===== src/rtl/fillq_mem_req_q.sv =====
// fillq_mem_req_q: memory-side request FIFO behind the fill queue.
// Optional feature macro MEMQ_BYPASS_EN: 0-cycle issue when the FIFO is empty.
package fillq_pkg;
    localparam int FLQ_NUM_ENTRIES = 8;
    localparam int FLQ_ID_W = $clog2(FLQ_NUM_ENTRIES);

    typedef struct packed {
        logic                valid;
        logic [FLQ_ID_W-1:0] id;
        logic [31:0]         addr;
    } t_mem_req;

    typedef struct packed {
        logic                valid;
        logic [FLQ_ID_W-1:0] id;
        logic [63:0]         data;
    } t_mem_rsp;
endpackage

module fillq_mem_req_q
    import fillq_pkg::*;
#(
    parameter int DEPTH    = FLQ_NUM_ENTRIES,
    parameter int MAX_OUTS = 4
) (
    input  logic     clk,
    input  logic     reset,
    input  t_mem_req flq_mem_req_pkt,
    output t_mem_rsp flq_mem_rsp_pkt,
    output logic     mem_req_valid,
    output t_mem_req mem_req_pkt,
    input  logic     mem_req_ready,
    input  t_mem_rsp mem_rsp_pkt,
    output logic     memq_busy
);

    localparam int PW = (DEPTH > 1) ? $clog2(DEPTH) : 1;
    localparam int CW = $clog2(DEPTH + 1);
    localparam int OW = 4;

    t_mem_req        fifo_q [DEPTH];
    logic [PW-1:0]   wr_ptr;
    logic [PW-1:0]   rd_ptr;
    logic [CW-1:0]   count;
    logic [OW-1:0]   outs_cnt;

    logic            fifo_vld;
    logic            outs_ok;
    logic            byp;
    logic            issue;
    logic            push;
    logic            pop;
    t_mem_req        head_pkt;

    // Issue selection: FIFO head, or the arriving request when bypassing.
    always_comb begin
        head_pkt = fifo_q[rd_ptr];
        fifo_vld = (count != '0);
        outs_ok  = (outs_cnt < OW'(MAX_OUTS));
`ifdef MEMQ_BYPASS_EN
        byp = !fifo_vld && outs_ok && flq_mem_req_pkt.valid;
`else
        byp = 1'b0;
`endif
        mem_req_valid     = (fifo_vld && outs_ok) || byp;
        mem_req_pkt       = byp ? flq_mem_req_pkt : head_pkt;
        mem_req_pkt.valid = mem_req_valid;
        issue = mem_req_valid && mem_req_ready;
        pop   = issue && !byp;
        push  = flq_mem_req_pkt.valid && !(byp && mem_req_ready);
        memq_busy = fifo_vld || (outs_cnt != '0);
    end

    // Payload storage; contents need no reset since count gates them.
    always_ff @(posedge clk) begin
        if (push) begin
            fifo_q[wr_ptr] <= flq_mem_req_pkt;
        end
    end

    // Pointers and occupancy.
    always_ff @(posedge clk) begin
        if (!reset) begin
            wr_ptr <= '0;
            rd_ptr <= '0;
            count  <= '0;
        end else begin
            if (push) begin
                wr_ptr <= (wr_ptr == PW'(DEPTH - 1)) ? '0 : wr_ptr + PW'(1);
            end
            if (pop) begin
                rd_ptr <= (rd_ptr == PW'(DEPTH - 1)) ? '0 : rd_ptr + PW'(1);
            end
            unique case ({push, pop})
                2'b10:   count <= count + CW'(1);
                2'b01:   count <= count - CW'(1);
                default: count <= count;
            endcase
        end
    end

    // Outstanding request counter, saturating at zero on stray responses.
    always_ff @(posedge clk) begin
        if (!reset) begin
            outs_cnt <= '0;
        end else if (issue && !mem_rsp_pkt.valid) begin
            outs_cnt <= outs_cnt + OW'(1);
        end else if (!issue && mem_rsp_pkt.valid && outs_cnt != '0) begin
            outs_cnt <= outs_cnt - OW'(1);
        end
    end

    // One-stage response register back to the fill queue.
    always_ff @(posedge clk) begin
        if (!reset) begin
            flq_mem_rsp_pkt <= '0;
        end else begin
            flq_mem_rsp_pkt <= mem_rsp_pkt;
        end
    end

`ifndef SYNTHESIS
    // Flag pushes into a full FIFO and responses with nothing outstanding.
    always_ff @(posedge clk) begin
        if (reset) begin
            assert (!(push && !pop && count == CW'(DEPTH)))
                else $error("fillq_mem_req_q: push into full FIFO");
            assert (!(mem_rsp_pkt.valid && outs_cnt == '0))
                else $error("fillq_mem_req_q: response with no outstanding request");
        end
    end
`endif

endmodule


===== config.mk =====
export PLATFORM = sky130hd
export DESIGN_NAME = fillq_mem_req_q
export DESIGN_NICKNAME = d
export VERILOG_FILES = /design/src/rtl/fillq_mem_req_q.sv
export SDC_FILE = /design/constraint.sdc
export NUM_CORES = 1
export LEC_CHECK = 0
export CAP_MARGIN = 20
export CORE_MARGIN = 2
export CORE_UTILIZATION = 57
export CTS_BUF_LIST = sky130_fd_sc_hd__clkbuf_16
export CTS_CLUSTER_DIAMETER = 200
export DETAILED_ROUTE_END_ITERATION = 7
export PLACE_DENSITY = 0.91
export SETUP_SLACK_MARGIN = 0.1
export SLEW_MARGIN = 20
export SYNTH_ARGS = -nofsm -noshare
export SYNTH_HDL_FRONTEND = slang
export SYNTH_SLANG_ARGS = --single-unit

===== constraint.sdc =====
create_clock -name clk -period 6.4 [get_ports clk]
set_input_delay 0.96 -clock clk [delete_from_list [all_inputs] [get_ports clk]]
set_output_delay 0.96 -clock clk [all_outputs]
set_load 0.02 [all_outputs]

==> reports/qor.yml, run 1 <==
synthesis:
  syn_area_per_cell_um2: 20.1
  ys.flop_type: "edfxtp_1"
  netlist_area_um2: 13300
  synth_top_area_share_pct: 63.4
  synth_edf_count: 280
  yosysTopAreaCell: "edfxtp_1"
  ys_types: 41
  yosys_warnings: 0
  seq_area_frac_synth_pct: 76.2
  ys_ff_latch: 365
  async_flop_share_pct: 0
  synth_nets: 778
  synth_area_leaders: "edfxtp_1, dfxtp_1, mux4_2, and2_1, mux2_2"
  syn_inst: 661
clock_network:
  cts_sinks: 365
  post-cts-setup-buffers: 0
  clkLatencyLatePin_ns: 0.53
  post_cts_resized: 0
  clk_pin_slew_ns: 0.06
  htree_levels: 2
  cts_tree: "built"
  numCtsBuffers: 36
  cts_buffer_depth: 3
  root_buffer: "clkbuf_16"
  cts_hold_buf: 0
pwr:
  max-vdd-ir-drop_uv: 242
  p_total_mw: 6.02
  p_per_area_nw_per_um2: 354
  leakage_nw: 5.71
detailed_routing:
  drt_wl_total_mm: 27.9
  drtIter0Drc: 476
  drc: 0
  drtPass1Iterations: 5
  routedWlPerCell_um: 22.7
  ant_nets: 0
  vias: 6810
  via_per_inst: 5.54
sta:
  finalSetupViolations: 0
  fin_crit_sh_pct: 65.9
  tns_ns: 0
  tightest_slew_ns: 1.06
  whs_ns: 0.499
  finalHoldViolCount: 0
  rsz0062_at_grt: "no"
  period_needed_ns: 4.22
  relSlewSlack_pct: 29.2
  maxSlewViolCount: 0
  skew_ns: 0.0223
  setup_slack_ns: 2.18
  fmax_mhz: 237
global_routing:
  grt_pass1_wl_mm: 42.3
  overflow: 0
  grt_use_total_pct: 23.4
  grt_pass1_vias: 7382
  grt_max_degree: 77
  antenna_found_initial: 3
cells_and_area:
  finish.net_count: 1006
  fillers: 1237
  stdcell_count: 1230
  areaGrowthSynthToFinish_pct: 28.2
  multiInputGateArea_um2: 3050
  seqCellArea_um2: 10100
  utilization_pct: 74.7
  final_area_um2: 17000
  drive_gt1_share_pct: 20.2
place:
  placed_cells: 1163
  port_buffers: 212
  gp_routability_congestion: 0.811
  dp_hpwl_mm: 15.9
  placed_cell_area_um2: 15800
  pre_cts_ws_ns: 2.44
setup_path:
  critPathKind: "reg -> out"
  path_cells: "buf_16 -> buf_4 -> mux4_2 -> mux2_2 -> clkdlybuf4s50_1"
  crit_family: "buffers and inverters"
  start_kind: "register"
  max_stage_delay_ns: 0.66
  cpMaxStageDelayCell: "dfxtp_4"
  cp_num_buf_inv: 3
  crit_path_max_fanout: 30
  cp.arrival_ns: 3.26
  cp.required_ns: 5.44
  crit_path_end_kind: "output port"
  reg2reg_slack_ns: 3.75
floorplan:
  core_um2: 22800
  row_count: 55
  die_x_um: 157
  dieArea_um2: 24500
  pin_count: 213
  initial_core_util_pct: 58.3
  die_h_um: 157
run_status:
  status: "completed"
run:
  cap_violations: 0
worst_hold_path:
  worst_hold_path_type: "reg -> reg"
==> layout by cell type, fill, tap and decap left out, drive strengths merged, types with 3 or more instances in the layout <==
cell type / count
edfxtp: 280
clkdlybuf4s50: 211
dfxtp: 85
mux4: 70
and2: 68
clkbuf: 37
mux2: 35
nor2: 17
inv: 16
buf: 12
nand2: 9
ha: 9
clkinv: 8
a21oi: 6
mux2i: 5
bufinv: 5
o21ai: 5
nor3: 5
xor2: 3
nand2b: 3
clkinvlp: 3
==> path summary, 6_finish.rpt <==
kind,cells past startpoint,startpoint,to
worst max-delay path,5,register,mem_req_pkt[23]
worst min-delay path,2,count[3],count[3]
worst max register to register,10,count[0],count[2]
worst min register to register,2,count[3],count[3]
==> state kept, by name, indices dropped and copies added, names as in the netlist, named ones only <==
name             count
flq_mem_rsp_pkt     68
rd_ptr               3
count                4
outs_cnt             4
fifo_q             280
wr_ptr               3
==> power by group <==
| part | internal [mW] | total, mW | switching, mW | leakage, nW |
|---|---|---|---|---|
| Sequential | 2.64 | 2.74 | 0.104 | 3.25 |
| Clock | 1.26 | 2.14 | 0.874 | 0.616 |
| Combinational | 0.639 | 1.14 | 0.502 | 1.85 |
==> Yosys cell counts, types with 2 or more instances <==
library cell  instances
edfxtp_1            280
dfxtp_1              85
mux4_2               70
and2_1               68
mux2_2               35
clkbuf_1             22
nor2_1               17
ha_1                  9
nand2_1               9
buf_2                 7
a21oi_1               6
inv_1                 5
mux2i_1               5
nor3_1                5
o21ai_0               4
nand2b_1              3
xor2_1                3
a21o_1                2
nand3_1               2
nor4_1                2
or3_1                 2
==> cell type report <==
| cell class | instances | area share (%) |
|---|---|---|
| inverters | 5 | 0.110 |
| repair buffers | 223 | 13.0 |
| clock inverters | 27 | 1.68 |
| diodes | 2 | 0.0294 |
| flip-flops and latches | 365 | 59.5 |
| well taps | 313 | 2.30 |
| clock buffers | 37 | 5.44 |
| multi-input cells | 258 | 17.9 |
==> tightest hold or removal path: stages, from the launching register on <==
cell     delay, ns
dfxtp_1       0.34
nand4_1       0.08
nand2_1       0.04
==> layer usage <==
metal	vias to the layer above	routed length [µm]	track usage, %
met5	-	13	0
met2	316	14400	40.0
li1	3055	-	-
met4	2	523	6.16
met1	3391	10500	29.3
met3	46	2570	7.14
==> kinds of logic (layout without fill, tap and decap cells) <==
group	count (synthesis)	count (layout)	share of synthesized area [%]
xor+xnor	4	4	0.264
fa+ha+maj	10	10	0.999
other cells	0	2	0
buf+inv	38	292	1.24
compound gates	18	18	0.990
mux	110	110	15.2
simple gates	116	116	5.10
flops	365	365	76.2
Power figures use the tool's default switching activity.
==> run 2, diff against run 1 <==
--- a/config.mk
+++ b/config.mk
@@ -7,11 +7,11 @@
 export LEC_CHECK = 0
 export CAP_MARGIN = 20
 export CORE_MARGIN = 2
-export CORE_UTILIZATION = 57
+export CORE_UTILIZATION = 53
 export CTS_BUF_LIST = sky130_fd_sc_hd__clkbuf_16
 export CTS_CLUSTER_DIAMETER = 200
 export DETAILED_ROUTE_END_ITERATION = 7
-export PLACE_DENSITY = 0.91
+export PLACE_DENSITY = 0.86
 export SETUP_SLACK_MARGIN = 0.1
 export SLEW_MARGIN = 20
 export SYNTH_ARGS = -nofsm -noshare
==> constraint.sdc (replaced) <==
create_clock -name clk -period 4.25 [get_ports clk]
set_input_delay 0.6375 -clock clk [delete_from_list [all_inputs] [get_ports clk]]
set_output_delay 0.6375 -clock clk [all_outputs]
set_load 0.02 [all_outputs]
==> reports/qor.yml, run 2 (synthesized netlist as in run 1, its figures left out) <==
sta:
  fmax_mhz: 274
  period_needed_ns: 3.65
  relSlewSlack_pct: 57.1
  rsz0062_at_grt: "no"
  fin_crit_sh_pct: 85.9
  skew_ns: 0.0104
  finalSetupViolations: 0
  tns_ns: 0
  tightest_slew_ns: 0.643
  maxSlewViolCount: 0
  finalHoldViolCount: 0
detailed_routing:
  ant_nets: 0
  routedWlPerCell_um: 21.5
  drt_wl_total_mm: 26.7
  drtPass1Iterations: 5
  drc: 0
  via_per_inst: 5.41
  drtIter0Drc: 468
  vias: 6732
cells_and_area:
  reg_top3: "fifo_q x280, flq_mem_rsp_pkt x68"
  final_common_cell: "edfxtp_1"
  areaGrowthSynthToFinish_pct: 27.9
  fillers: 1450
  stdcell_count: 1245
  largest_register_ffs: 280
  finish.net_count: 1011
  final_cell_mix: "edfxtp_1, clkdlybuf4s50_1, dfxtp_1"
  final_area_um2: 17000
  num_antenna_cells: 0
  drive_gt1_share_pct: 20.3
  registers.top_by_ff_count: "fifo_q"
floorplan:
  die_h_um: 162
  initial_core_util_pct: 54.2
  die_x_um: 162
  pin_count: 213
  core_um2: 24500
  row_count: 57
  dieArea_um2: 26300
clock_network:
  root_buffer: "clkbuf_16"
  cts_sinks: 365
  numCtsBuffers: 37
  cts_hold_buf: 0
  clkLatencyLatePin_ns: 0.52
  cts_buffer_depth: 3
  cts_tree: "built"
  clk_pin_slew_ns: 0.06
  post_cts_resized: 0
  htree_levels: 2
  post-cts-setup-buffers: 0
setup_path:
  reg2reg_slack_ns: 1.62
  worst_r2r_startpoint: "count[0]"
  cp.required_ns: 3.61
  r2r-end: "count[2]"
  crit_path_max_fanout: 20
  crit_path_end_kind: "output port"
  r2r_cells: 10
  critPathKind: "reg -> out"
  start_kind: "register"
  cp.arrival_ns: 3.02
place:
  gp_routability_congestion: 0.772
  placed_cells: 1179
  placed_cell_area_um2: 15800
  dp_hpwl_mm: 16.4
  port_buffers: 212
global_routing:
  overflow: 0
  antenna_found_initial: 0
  grt_use_total_pct: 20.8
  grt_pass1_wl_mm: 41.1
  grt_max_degree: 77
  grt_pass1_vias: 7274
run:
  cap_violations: 0
run_status:
  status: "completed"
worst_hold_path:
  hp-start: "count[3]"
  worst_hold_path_type: "reg -> reg"
  hold_depth: 2
  worstHoldEndpoint: "count[3]"
pwr:
  p_per_area_nw_per_um2: 520
  leakage_nw: 5.70
  max-vdd-ir-drop_uv: 398
## run 2: changes by cell type in the layout (fill, tap and decap cells not counted)
cell and change:
inv_1 +1, clkinv_2 +1, inv_16 -1, bufinv_16 -4, diode_2 -2, clkinv_1 +3
buf_4 +4, clkinvlp_4 +1, buf_12 +1, clkinv_8 -1, clkbuf_16 +2, inv_4 +1
inv_2 -1, buf_16 -1
## run 2: metrics by stage
stage / util, % / hold WS, ns / setup WS [ns] / power, mW
2_1_floorplan: - / 0.458 / 0.640 / 5.29
3_3_place_gp: 64.7 / 0.474 / 1.15 / 5.88
3_5_place_dp: 64.7 / 0.483 / 1.11 / 5.93
4_1_cts: 69.4 / 0.493 / 0.510 / 8.93
5_1_grt: 69.4 / 0.534 / 0.405 / 9.18
6_report: 69.4 / 0.495 / 0.597 / 8.82
## run 2: final cells by class
cell class	count	area (µm²)	share of cell area, %
sequential	365	10100	59.6
multi-input combinational	258	3050	18.0
timing repair buffer	227	2240	13.2
clock buffer	39	976	5.75
tap	324	405	2.39
clock inverter	27	160	0.944
inverter	5	18.8	0.111
## run 2: worst max-delay path, stage by stage (launching register included)
cell and delay (ns):
dfxtp_4 0.60, buf_4 0.44, mux4_2 0.60, mux2_2 0.28
clkdlybuf4s50_1 0.57
## run 2: worst max-delay path by stage
stage,from,to,slack [ns],cells after the start
finish,register,mem_req_pkt[1],0.60,4
global route,register,mem_req_pkt[1],0.40,4
CTS,register,mem_req_pkt[1],0.51,4
detailed placement,register,mem_req_pkt[1],1.11,4
global placement,register,mem_req_pkt[8],1.15,4
floorplan,flq_mem_req_pkt[35],fifo_q[0][0],0.64,2
## run 2: per-layer routing
metal / global-route usage (%) / wire, µm / vias up
li1: - / - / 3054
met1: 25.4 / 9950 / 3344
met2: 36.2 / 13700 / 294
met3: 6.69 / 2590 / 40
met4: 5.43 / 475 / 0
met5: 0 / 0 / -
## run 2: report_power, final
part	internal (mW)	switching [mW]	leakage (nW)
logic	0.958	0.772	1.87
registers	3.97	0.131	3.25
clock network	1.72	1.26	0.581
total	6.65	2.17	5.70
